`src/rtl/glitch_pulse_gen.sv`:
```
// Trigger-driven glitch burst generator: arms on en_i, waits for a synchronized
// trigger rising edge, then emits a delayed burst of N pulses of width W and spacing S.
module glitch_pulse_gen #(
    parameter int SYNC_STAGES = 2  // must be at least 2
) (
    input  logic        clk,
    input  logic        rst,
    input  logic        trigger_i,
    input  logic [15:0] delay_i,
    input  logic [7:0]  width_i,
    input  logic [7:0]  num_pulses_i,
    input  logic [15:0] spacing_i,
    input  logic        en_i,
    output logic        pulse_o,
    output logic        armed_o,
    output logic        busy_o,
    output logic        done_o
);

    typedef enum logic [2:0] {
        S_IDLE,
        S_ARMED,
        S_DELAY,
        S_PULSE,
        S_GAP,
        S_DONE
    } state_t;

    state_t                 state_q, state_d;
    logic [SYNC_STAGES-1:0] sync_q;
    logic                   trig_prev_q;
    logic                   trig_rise;

    logic [15:0] cnt_q, cnt_d;          // shared delay / gap down-counter
    logic [7:0]  wcnt_q, wcnt_d;        // pulse-width down-counter
    logic [7:0]  pcnt_q, pcnt_d;        // pulses still to emit
    logic [7:0]  width_q, width_d;
    logic [15:0] spacing_q, spacing_d;
    logic        pulse_q, pulse_d;
    logic        done_q, done_d;

    logic [7:0]  w_load;
    logic [15:0] s_load;

    // Zero width or spacing is promoted to one cycle; counters load (value-1).
    assign w_load = (width_q == 8'd0) ? 8'd0 : width_q - 8'd1;
    assign s_load = (spacing_q == 16'd0) ? 16'd0 : spacing_q - 16'd1;

    // A trigger that is already high when arming never looks like a fresh edge.
    assign trig_rise = sync_q[SYNC_STAGES-1] & ~trig_prev_q;

    // NOTE: every variable is given a default before the case so no latch is inferred.
    always_comb begin
        state_d   = state_q;
        cnt_d     = cnt_q;
        wcnt_d    = wcnt_q;
        pcnt_d    = pcnt_q;
        width_d   = width_q;
        spacing_d = spacing_q;
        pulse_d   = 1'b0;
        done_d    = 1'b0;

        unique case (state_q)
            S_IDLE: begin
                if (en_i) state_d = S_ARMED;
            end
            S_ARMED: begin
                if (!en_i) begin
                    state_d = S_IDLE;
                end else if (trig_rise) begin
                    width_d   = width_i;
                    spacing_d = spacing_i;
                    pcnt_d    = num_pulses_i;
                    cnt_d     = delay_i;
                    if (num_pulses_i == 8'd0) begin
                        state_d = S_DONE;
                        done_d  = 1'b1;
                    end else begin
                        state_d = S_DELAY;
                    end
                end
            end
            S_DELAY: begin
                if (!en_i) begin
                    state_d = S_IDLE;
                end else if (cnt_q == 16'd0) begin
                    state_d = S_PULSE;
                    pulse_d = 1'b1;
                    wcnt_d  = w_load;
                end else begin
                    cnt_d = cnt_q - 16'd1;
                end
            end
            S_PULSE: begin
                if (!en_i) begin
                    state_d = S_IDLE;
                end else if (wcnt_q == 8'd0) begin
                    pcnt_d = pcnt_q - 8'd1;
                    if (pcnt_q == 8'd1) begin
                        state_d = S_DONE;
                        done_d  = 1'b1;
                    end else begin
                        state_d = S_GAP;
                        cnt_d   = s_load;
                    end
                end else begin
                    wcnt_d  = wcnt_q - 8'd1;
                    pulse_d = 1'b1;
                end
            end
            S_GAP: begin
                if (!en_i) begin
                    state_d = S_IDLE;
                end else if (cnt_q == 16'd0) begin
                    state_d = S_PULSE;
                    pulse_d = 1'b1;
                    wcnt_d  = w_load;
                end else begin
                    cnt_d = cnt_q - 16'd1;
                end
            end
            S_DONE: begin
                if (!en_i) state_d = S_IDLE;
            end
            default: state_d = S_IDLE;
        endcase
    end

    // NOTE: sequential state uses non-blocking assignments so all flops update together.
    always_ff @(posedge clk or negedge rst) begin
        if (!rst) begin
            state_q     <= S_IDLE;
            sync_q      <= '0;
            trig_prev_q <= 1'b0;
            cnt_q       <= '0;
            wcnt_q      <= '0;
            pcnt_q      <= '0;
            width_q     <= '0;
            spacing_q   <= '0;
            pulse_q     <= 1'b0;
            done_q      <= 1'b0;
        end else begin
            state_q     <= state_d;
            sync_q      <= {sync_q[SYNC_STAGES-2:0], trigger_i};
            trig_prev_q <= sync_q[SYNC_STAGES-1];
            cnt_q       <= cnt_d;
            wcnt_q      <= wcnt_d;
            pcnt_q      <= pcnt_d;
            width_q     <= width_d;
            spacing_q   <= spacing_d;
            pulse_q     <= pulse_d;
            done_q      <= done_d;
        end
    end

    assign pulse_o = pulse_q;
    assign done_o  = done_q;
    assign armed_o = (state_q == S_ARMED);
    assign busy_o  = (state_q == S_DELAY) || (state_q == S_PULSE) || (state_q == S_GAP);

endmodule

```
`config.mk`:
```
export PLATFORM = sky130hd
export DESIGN_NAME = glitch_pulse_gen
export DESIGN_NICKNAME = d
export VERILOG_FILES = /design/src/rtl/glitch_pulse_gen.sv
export SDC_FILE = /design/constraint.sdc
export NUM_CORES = 1
export LEC_CHECK = 0
export ABC_AREA = 0
export CORE_UTILIZATION = 40
export DETAILED_ROUTE_END_ITERATION = 8
export PLACE_DENSITY = 0.69
export SLEW_MARGIN = 30
export SYNTH_ARGS = -nofsm -noshare
export SYNTH_HDL_FRONTEND = slang
export SYNTH_SLANG_ARGS = --single-unit
```
`constraint.sdc`:
```
create_clock -name clk -period 6.1 [get_ports clk]
set_input_delay 1.83 -clock clk [delete_from_list [all_inputs] [get_ports clk]]
set_output_delay 1.83 -clock clk [all_outputs]
set_load 0.01 [all_outputs]
```
-- Word-level counts from Yosys, hierarchy flattened
Cells that the tools add are included.
- register bits after elaboration: 64
- output and inout port bits: 4
- logic and storage cells: 97
- add/sub/neg operators: 5
- equal/unequal tests: 20
- mux-type cells: 43
- bitwise gates (word level): 2
- reduce and logical (&&, ||, !) cells: 17
- operators by type and width (cell ; number):
    $mux 16 ; 8
    $mux 8 ; 9
    $pmux 16 s3 ; 1
    $logic_not 16->1 ; 2
    $pmux 8 s2 ; 2
    $sub 16x1->16 const B ; 2
    $mux 3 ; 9
    $logic_not 8->1 ; 3
    $sub 8x1->8 const B ; 3
    $ne 2x2->1 const B ; 8
    $pmux 3 s5 ; 1
    $reduce_and 5->1 ; 3
    $mux 1 ; 11
    $eq 8x1->1 const B ; 1
    $reduce_and 8->1 ; 1
    $eq 3x2->1 const B ; 2
    $eq 3x3->1 const B ; 2
    $ne 2x1->1 const B ; 3
    $ne 3x2->1 const B ; 2
    $pmux 1 s2 ; 2
    $reduce_bool 2->1 ; 2
    $eq 3x1->1 const B ; 1
    $logic_not 3->1 ; 1
    $ne 3x3->1 const B ; 1
    6 further kinds ; 7

-- Logic depth before layout (Yosys ltp)
Gate-level depths: netlist of the first run.
- depth in word-level cells: 6
- gate-level depth with buffers: 9

-- Worst setup path after synthesis of the first run
OpenSTA, ideal clock, no wires.
- kind: input -> register
- start: input port en_i
- end: register spacing_q[5]
- data arrival time: 3151 ps
- setup slack: 2824 ps
- stages on the path: 5
- buffers on the path: 3
- cells stage by stage: clkbuf_1 nor4b_1 buf_2 clkbuf_1 mux2_2
- word-level cells in the longest chain between the ends: 1
- RTL lines (element ; line ; text):
    from (decl) ; 13 ; input logic en_i,
    $reduce_and 3->1 (no source line) ; - ;
    to (signal assigned) ; 150 ; spacing_q <= spacing_d;
    to (decl) ; 38 ; logic [15:0] spacing_q, spacing_d;
No other way between the ends.
A chain may end at the register's enable or synchronous reset.

-- Worst setup path in the final report of the first run
- start: register state_q[1]
- end: output port busy_o
- word-level cells in the longest chain between the ends: 3
- elaborated cells on any way between the ends: 5
- classes of those cells: eq/ne: 3; reduce/logical: 2
- RTL lines (element ; line ; text):
    from (decl) ; 29 ; state_t state_q, state_d;
    from (signal assigned) ; 143 ; state_q <= state_d;
    $eq 3x2->1 ; 159 ; assign busy_o = (state_q == S_DELAY) || (state_q == S_PULSE) || (state_q == S_GAP);
    $logic_or 1x1->1 ; 159 ;
    $logic_or 1x1->1 * ; 159 ;
    to (decl) ; 16 ; output logic busy_o,
Every way passes the cells marked *; elsewhere a longest branch is shown, timed or not.

==> results of run 1 <==
## placed cells by master, fill, tap and decap left out, drive strengths merged, types with 9 or more instances in the layout
cell type / synthesis / layout
clkdlybuf4s50: 0 / 54
o31ai: 10 / 10
mux2: 22 / 22
nand3: 11 / 11
nor4: 9 / 9
a222oi: 9 / 9
xor2: 11 / 11
inv: 16 / 16
dfrtp: 64 / 64
nand2: 41 / 41
xnor2: 11 / 11
a21oi: 18 / 18
clkbuf: 8 / 10
nor3: 19 / 19
o21ai: 38 / 38
nor2: 32 / 32
## cells by family (layout without fill, tap and decap cells)
logic type / Yosys count / in the layout / synth area share
adders and majority gates: 8 / 8 / 0.02581
DFF: 64 / 64 / 0.4129
xor gates and xnor gates: 22 / 22 / 0.04968
buffers and inverters: 36 / 94 / 0.04226
AOI/OAI and AO/OA: 118 / 118 / 0.2055
muxes: 24 / 24 / 0.06903
and+or+nand+nor: 142 / 142 / 0.1948
## cell usage after synthesis, types with 3 or more instances
cell / count
nor3_1: 18
clkbuf_1: 8
a22o_1: 7
buf_2: 8
mux2_2: 22
nand2_1: 41
nor4_4: 3
o32ai_1: 4
nand2b_1: 7
nor2_1: 32
and3_1: 3
a31oi_1: 3
o31ai_1: 10
a211oi_1: 3
nor2b_1: 4
inv_1: 16
o21ai_1: 8
nand3_1: 11
ha_1: 8
a222oi_1: 9
xor2_1: 11
a21oi_1: 18
o22ai_1: 8
xnor2_1: 11
o21ai_0: 30
dfrtp_1: 64
or3_1: 5
o221ai_1: 3
nor4_1: 6
## worst min-delay path by stage
stage,startpoint,end,cells past startpoint
floorplan,sync_q[0],sync_q[1],0
global placement,sync_q[0],sync_q[1],0
detailed placement,sync_q[0],sync_q[1],0
CTS,sync_q[0],sync_q[1],0
global route,sync_q[0],sync_q[1],0
finish,sync_q[0],sync_q[1],0
## where the power goes
| part | total (uW) | leakage, uW | internal, uW | switching [uW] |
|---|---|---|---|---|
| Sequential | 846 | 0.000785 | 613 | 233 |
| Combinational | 963 | 0.00101 | 443 | 520 |
| Clock | 360 | 0.0000920 | 187 | 173 |
## state kept, by name (all words and copies together), names as in the netlist
signal	count
state_q	3
pulse_o	1
trig_prev_q	1
sync_q	2
spacing_q	16
done_o	1
cnt_q	16
width_q	8
wcnt_q	8
pcnt_q	8
## area by class of cell
type / instances / share of cell area
clock inverters: 6 / 0.01272
inverters: 16 / 0.01272
flip-flops and latches: 64 / 0.3391
well taps: 129 / 0.03417
repair buffers: 62 / 0.1256
clock buffers: 10 / 0.02702
multi-input cells: 314 / 0.4487
## critical path, delay by kind of cell (launching register included)
kind,cells,cell delay [ps]
DFF,1,500
buffers and inverters,3,780
and+or+nand+nor,3,470
## layer usage
| layer | up-vias | track usage | part of all wire |
|---|---|---|---|
| met1 | 1651 | 0.2787 | 0.47 |
| met5 | - | 0 | 0 |
| met3 | 14 | 0.04854 | 0.060 |
| met4 | 0 | 0.06912 | 0.018 |
| li1 | 1637 | - | - |
| met2 | 144 | 0.2919 | 0.45 |
## metrics by stage
stage / setup WS, ps / power [uW]
after global placement: 1863 / 1762
after CTS: 2149 / 2164
after global routing: 2054 / 2333
final: 2161 / 2168
after floorplan: 2824 / 1529
after detailed placement: 1899 / 1800
==> summary.md, run 1 <==
| Metric | Value |
|---|---|
| Status | `completed` |
| Yosys reg bits | `64` |
| # Post-CTS Setup Buffers | `0` |
| DRT Wirelength | `9.425 mm` |
| Static leakage | `0.001887 uW` |
| Worst EP required | `4270 ps` |
| Starting density of the core | `0.4158` |
| Post-layout min period | `3939 ps` |
| Die Area | `10090 um^2` |
| Fraction of layout cells with a size suffix above 1 | `0.1250` |
| Cell count after placement | `585` |
| CTS clk-pin slew, worst paths | `80 ps` |
| GRT Total Usage | `0.1966` |
| R2r setup slk | `2800 ps` |
| Initial DRC count | `318` |
| Core footprint | `9328 um^2` |
| Largest net degree at the start of global routing | `65` |
| Final hold slack | `352.9 ps` |
| Worst slew pin tran | `973.8 ps` |
| Area of the multi-input gates | `2120 um^2` |
| Final Util | `0.5064` |
| WP data arrival | `2110 ps` |
| Cell Chain, Critical Path | `nand2b_1 > nor2_1 > nor2b_1 > buf_4 > inv_1 > clkdlybuf4s50_1` |
| Worst skew pair latency | `350 ps` |
| Fin. Hold Viols | `0` |
| Syn Inst Count | `414` |
| Async SR Flop Fraction | `1.000` |
| H-tree depth | `3` |
| Reg area | `1602 um^2` |
| Syn avg cell area | `9.369 um^2` |
| Type of the most critical hold path | `reg -> reg` |
| Die height | `100.5 um` |
| Final number of setup-violating endpoints | `0` |
| First-pass GRT wire length | `15.53 mm` |
| Post-route cell area | `4723 um^2` |
| Largest stage delay, worst path | `530 ps` |
| WL per Instance | `15.68 um` |
| Placed inst area | `4536 um^2` |
| Worst reg2reg path endpoint | `cnt_q[8]` |
| Row count | `35` |
| Drt first pass iters | `5` |
| CP Capture Point | `busy_o` |
| Post-CTS sizing | `0` |
| EDFF count, synth | `0` |
| Diode count | `0` |
| Period utilization | `0.6457` |
| Bufs on Longest Clock Path | `2` |
| Root Buffer | `clkbuf_8` |
| RSZ-0062 raised after global routing | `false` |
| Kind of critical path | `reg -> out` |
| Max-slew violation count | `0` |
| Crit path max fanout | `14` |
| DRC Markers | `0` |
| Max Cap Viol | `0` |
| Setup TNS | `0 ps` |
| Gp weighted congestion | `0.8306` |
| Top-area cell type share of the netlist area | `0.4129` |
| Post-synthesis cell type count | `55` |
| Synth Warn # | `0` |
| Die Wd | `100.5 um` |
| Synth area leader | `dfrtp_1` |
| Clk_skew | `10.20 ps` |
| Routed via count | `3446` |
| CTS tree | `built` |
| Critical Path Slowest Stage Cell | `clkdlybuf4s50_1` |
| Post-Syn Area | `3879 um^2` |
| Post-Syn Nets | `474` |
| Nets@finish | `527` |
| CTS Buf Count | `9` |
| Sink Count | `64` |
| Worst setup SP type | `flop` |
| Fill cells | `910` |
| Top Ports | `56` |
| Crit path from | `state_q[1]` |
| Synth area leaders | `dfrtp_1 (41%), mux2_2 (6.4%), nand2_1 (4.0%), o21ai_0 (3.9%), nor2_1 (3.1%)` |
| Crit. End Element | `primary output` |
| DP Wirelength | `6.653 mm` |
| Initial antenna violation count | `0` |
| Power per cell area | `459.1 nW/um^2` |
| Vias per Instance | `5.734` |
| Port Buffers | `55` |
| Fmax | `253.9 MHz` |
| CTS Hold Bufs | `0` |
| Slew HR | `0.3453` |
| Worst VDD drop | `0.1978 mV` |
| Seq/Total Area, Yosys | `0.4129` |
| Fin cells | `601` |
| FF-to-FF path depth | `7` |
| Vias in the first global route | `3270` |
| Syn-to-layout area delta | `21.77%` |
| Global route total overflow | `0` |
| Top_reg_cell synth | `dfrtp_1` |
| Final ANT Viol Nets | `0` |
| Reg-to-Reg Start | `cnt_q[0]` |
Note: power is estimated with default switching activity, not from simulation.
==> inputs of run 2 (changes only) <==
==> constraint.sdc (replaced) <==
create_clock -name clk -period 4 [get_ports clk]
set_input_delay 1.2 -clock clk [delete_from_list [all_inputs] [get_ports clk]]
set_output_delay 1.2 -clock clk [all_outputs]
set_load 0.01 [all_outputs]
==> run 2 against run 1 <==
Effect of this change: clock power grew 34%; non-clock buffer count increased by 5; via count down 0.38%; die area did not move; clock skew is 6.5 ps lower; worst hold slack improved by 4.2 ps; utilization is 0.21 points higher; setup slack got worse by 1400 ps; sequential power up 52%.
==> summary.md, run 2 (synthesized netlist as in run 1, its figures left out) <==
| Metric | Value |
|---|---|
| Die Area | `10090 um^2 (unchanged)` |
| Sink Count | `64 (unchanged)` |
| Syn-to-layout area delta | `22.29%` |
| Switching part of the total power | `0.4236 (-0.003207)` |
| Crit path from | `state_q[1]` |
| First-pass GRT wire length | `15.53 mm (unchanged)` |
| Vias in the first global route | `3213 (-1.7%)` |
| Commonest non-fill, non-tap cell in the layout | `dfrtp_1` |
| CTS Buf Count | `9 (unchanged)` |
| Post-layout min period | `3275 ps` |
| DP Wirelength | `6.731 mm (+1.2%)` |
| RSZ-0062 raised after global routing | `false` |
| Period utilization | `0.8188` |
| Dpl ws | `845.7 ps (-1053 ps)` |
| Vias per Instance | `5.693 (-0.71%)` |
| Final ANT Viol Nets | `0 (unchanged)` |
| Final worst setup slack | `724.6 ps (-1436 ps)` |
| Diode count | `0 (unchanged)` |
| Slew HR | `0.4528 (+0.1076)` |
| Port Buffers | `55 (unchanged)` |
| Gp weighted congestion | `0.9028 (+8.7%)` |
| Max-slew violation count | `0 (unchanged)` |
| Top Ports | `56 (unchanged)` |
| Power per cell area | `685.0 nW/um^2 (+49%)` |
| Reg-to-Reg Start | `cnt_q[0]` |
| GRT Total Usage | `0.1960 (-0.0005690)` |
| CTS tree | `built` |
| Static leakage | `0.001909 uW (+1.2%)` |
| Worst slew pin tran | `820.7 ps (-153.0 ps)` |
| Fmax | `305.3 MHz` |
| Starting density of the core | `0.4158 (unchanged)` |
| Worst skew pair latency | `350 ps (about the same)` |
| Setup TNS | `0 ps (unchanged)` |
| DRT Wirelength | `9.340 mm (-0.90%)` |
| Worst EP required | `2800 ps (-1470 ps)` |
| WP data arrival | `2080 ps (-30 ps)` |
| Die height | `100.5 um (unchanged)` |
| Drt first pass iters | `5 (unchanged)` |
| Clock share of power | `0.149 (-0.017)` |
| Critical Path Slowest Stage Cell | `clkdlybuf4s50_1` |
| Fraction of layout cells with a size suffix above 1 | `0.1308 (+0.005802)` |
| Most frequent cells in the layout | `dfrtp_1 (64), clkdlybuf4s50_1 (54), nand2_1 (41)` |
| CTS clk-pin slew, worst paths | `70 ps (about the same)` |
| Initial antenna violation count | `0 (unchanged)` |
| Worst setup SP type | `flop` |
| # Post-CTS Setup Buffers | `0 (unchanged)` |
| Kind of critical path | `reg -> out` |
| Post-CTS sizing | `0 (unchanged)` |
| Root Buffer | `clkbuf_8` |
| H-tree depth | `3 (unchanged)` |
| Delay-heaviest family, CP | `buffers and inverters` |
| Worst VDD drop | `0.2608 mV (+32%)` |
| Nets@finish | `532 (+0.95%)` |
| Top Registers | `cnt_q: 16 flops, spacing_q: 16 flops` |
| Max Cap Viol | `0 (unchanged)` |
| Cell Chain, Critical Path | `nand2b_1 > nor2_1 > nor2b_1 > buf_4 > inv_1 > clkdlybuf4s50_1` |
| Clk_skew | `3.696 ps (-6.502 ps)` |
| Fin. Hold Viols | `0 (unchanged)` |
| Combinational share of power | `0.453 (+0.009)` |
| Crit. End Element | `primary output` |
| Routed via count | `3433 (-0.38%)` |
| Type of the most critical hold path | `reg -> reg` |
| Final number of setup-violating endpoints | `0 (unchanged)` |
| WL per Instance | `15.49 um (-1.2%)` |
| Hold wc startpoint | `sync_q[0]` |
| R2r setup slk | `1120 ps (-1680 ps)` |
| Largest stage delay, worst path | `520 ps (about the same)` |
| Die Wd | `100.5 um (unchanged)` |
| Global route total overflow | `0 (unchanged)` |
| Psw | `1376 uW (+49%)` |
| DRC Markers | `0 (unchanged)` |
| CTS Hold Bufs | `0 (unchanged)` |
| Core footprint | `9328 um^2 (unchanged)` |
| Row count | `35 (unchanged)` |
| Bufs on Longest Clock Path | `2 (unchanged)` |
| WP buf/inv | `3 (unchanged)` |
| Int Power | `1873 uW (+51%)` |
| Initial DRC count | `355 (+12%)` |
| Status | `completed` |
| Largest net degree at the start of global routing | `38 (-42%)` |
| Seq pwr share | `0.398 (+0.008)` |
| Crit path max fanout | `14 (unchanged)` |
## run 2: cell types whose count changed in the layout (fill, tap and decap cells not counted), moves of 2 or more
| cell | delta |
|---|---|
| clkinv_2 | -2 |
| clkbuf_8 | +2 |
| buf_2 | -2 |
| buf_4 | +7 |
| clkinvlp_4 | -2 |
## run 2: power by group through the flow
stage	Clock, uW	Combinational (uW)	Sequential [uW]
after floorplan	0	1140	1190
after global placement	0	1430	1280
after detailed placement	0	1460	1290
after CTS	495	1470	1290
after global routing	524	1650	1340
final	484	1470	1290
## run 2: worst paths after layout
check	cells after the start	endpoint
setup / recovery	6	busy_o
hold / removal	0	sync_q[1]
setup reg to reg	9	cnt_q[0]
hold reg to reg	0	sync_q[1]
max in group asynchronous	2	spacing_q[10]
min in group asynchronous	1	pcnt_q[4]
## run 2: cell type report
cell class	count	area, um^2
clock buffer	12	155.1
clock inverter	1	5.005
fill	868	4584
inverter	16	60.06
multi-input combinational	314	2125
sequential	64	1602
tap	129	161.4
timing repair buffer	67	635.6
## run 2: worst register-to-register path, delay by kind of cell, from the launching register on
family / cells / cell delay (ps)
adder cells (fa/ha/maj): 1 / 170
buffers and inverters: 3 / 510
flip-flops: 1 / 410
multiplexers: 1 / 190
AND/OR/NAND/NOR: 4 / 1510
## run 2: per-layer routing
metal	track usage	part of all wire	vias up	routed length (um)
met1	0.2775	0.47	1629	4390
met5	0	0	-	0
met4	0.07023	0.016	0	145
met3	0.04577	0.057	21	537
met2	0.2929	0.46	135	4267
li1	-	-	1648	-
## run 2: stage by stage
stage          area [um^2]  cells  total power, uW    util  hold slack [ps]
4_1_cts               4738    603             3246  0.5080            365.3
6_report              4743    603             3249  0.5085            357.1
3_5_place_dp          4578    590             2755  0.4908            341.8
2_1_floorplan         3879    414             2332       -            331.2
5_1_grt               4743    603             3514  0.5085            384.8
3_3_place_gp          4578    590             2708  0.4908            341.2
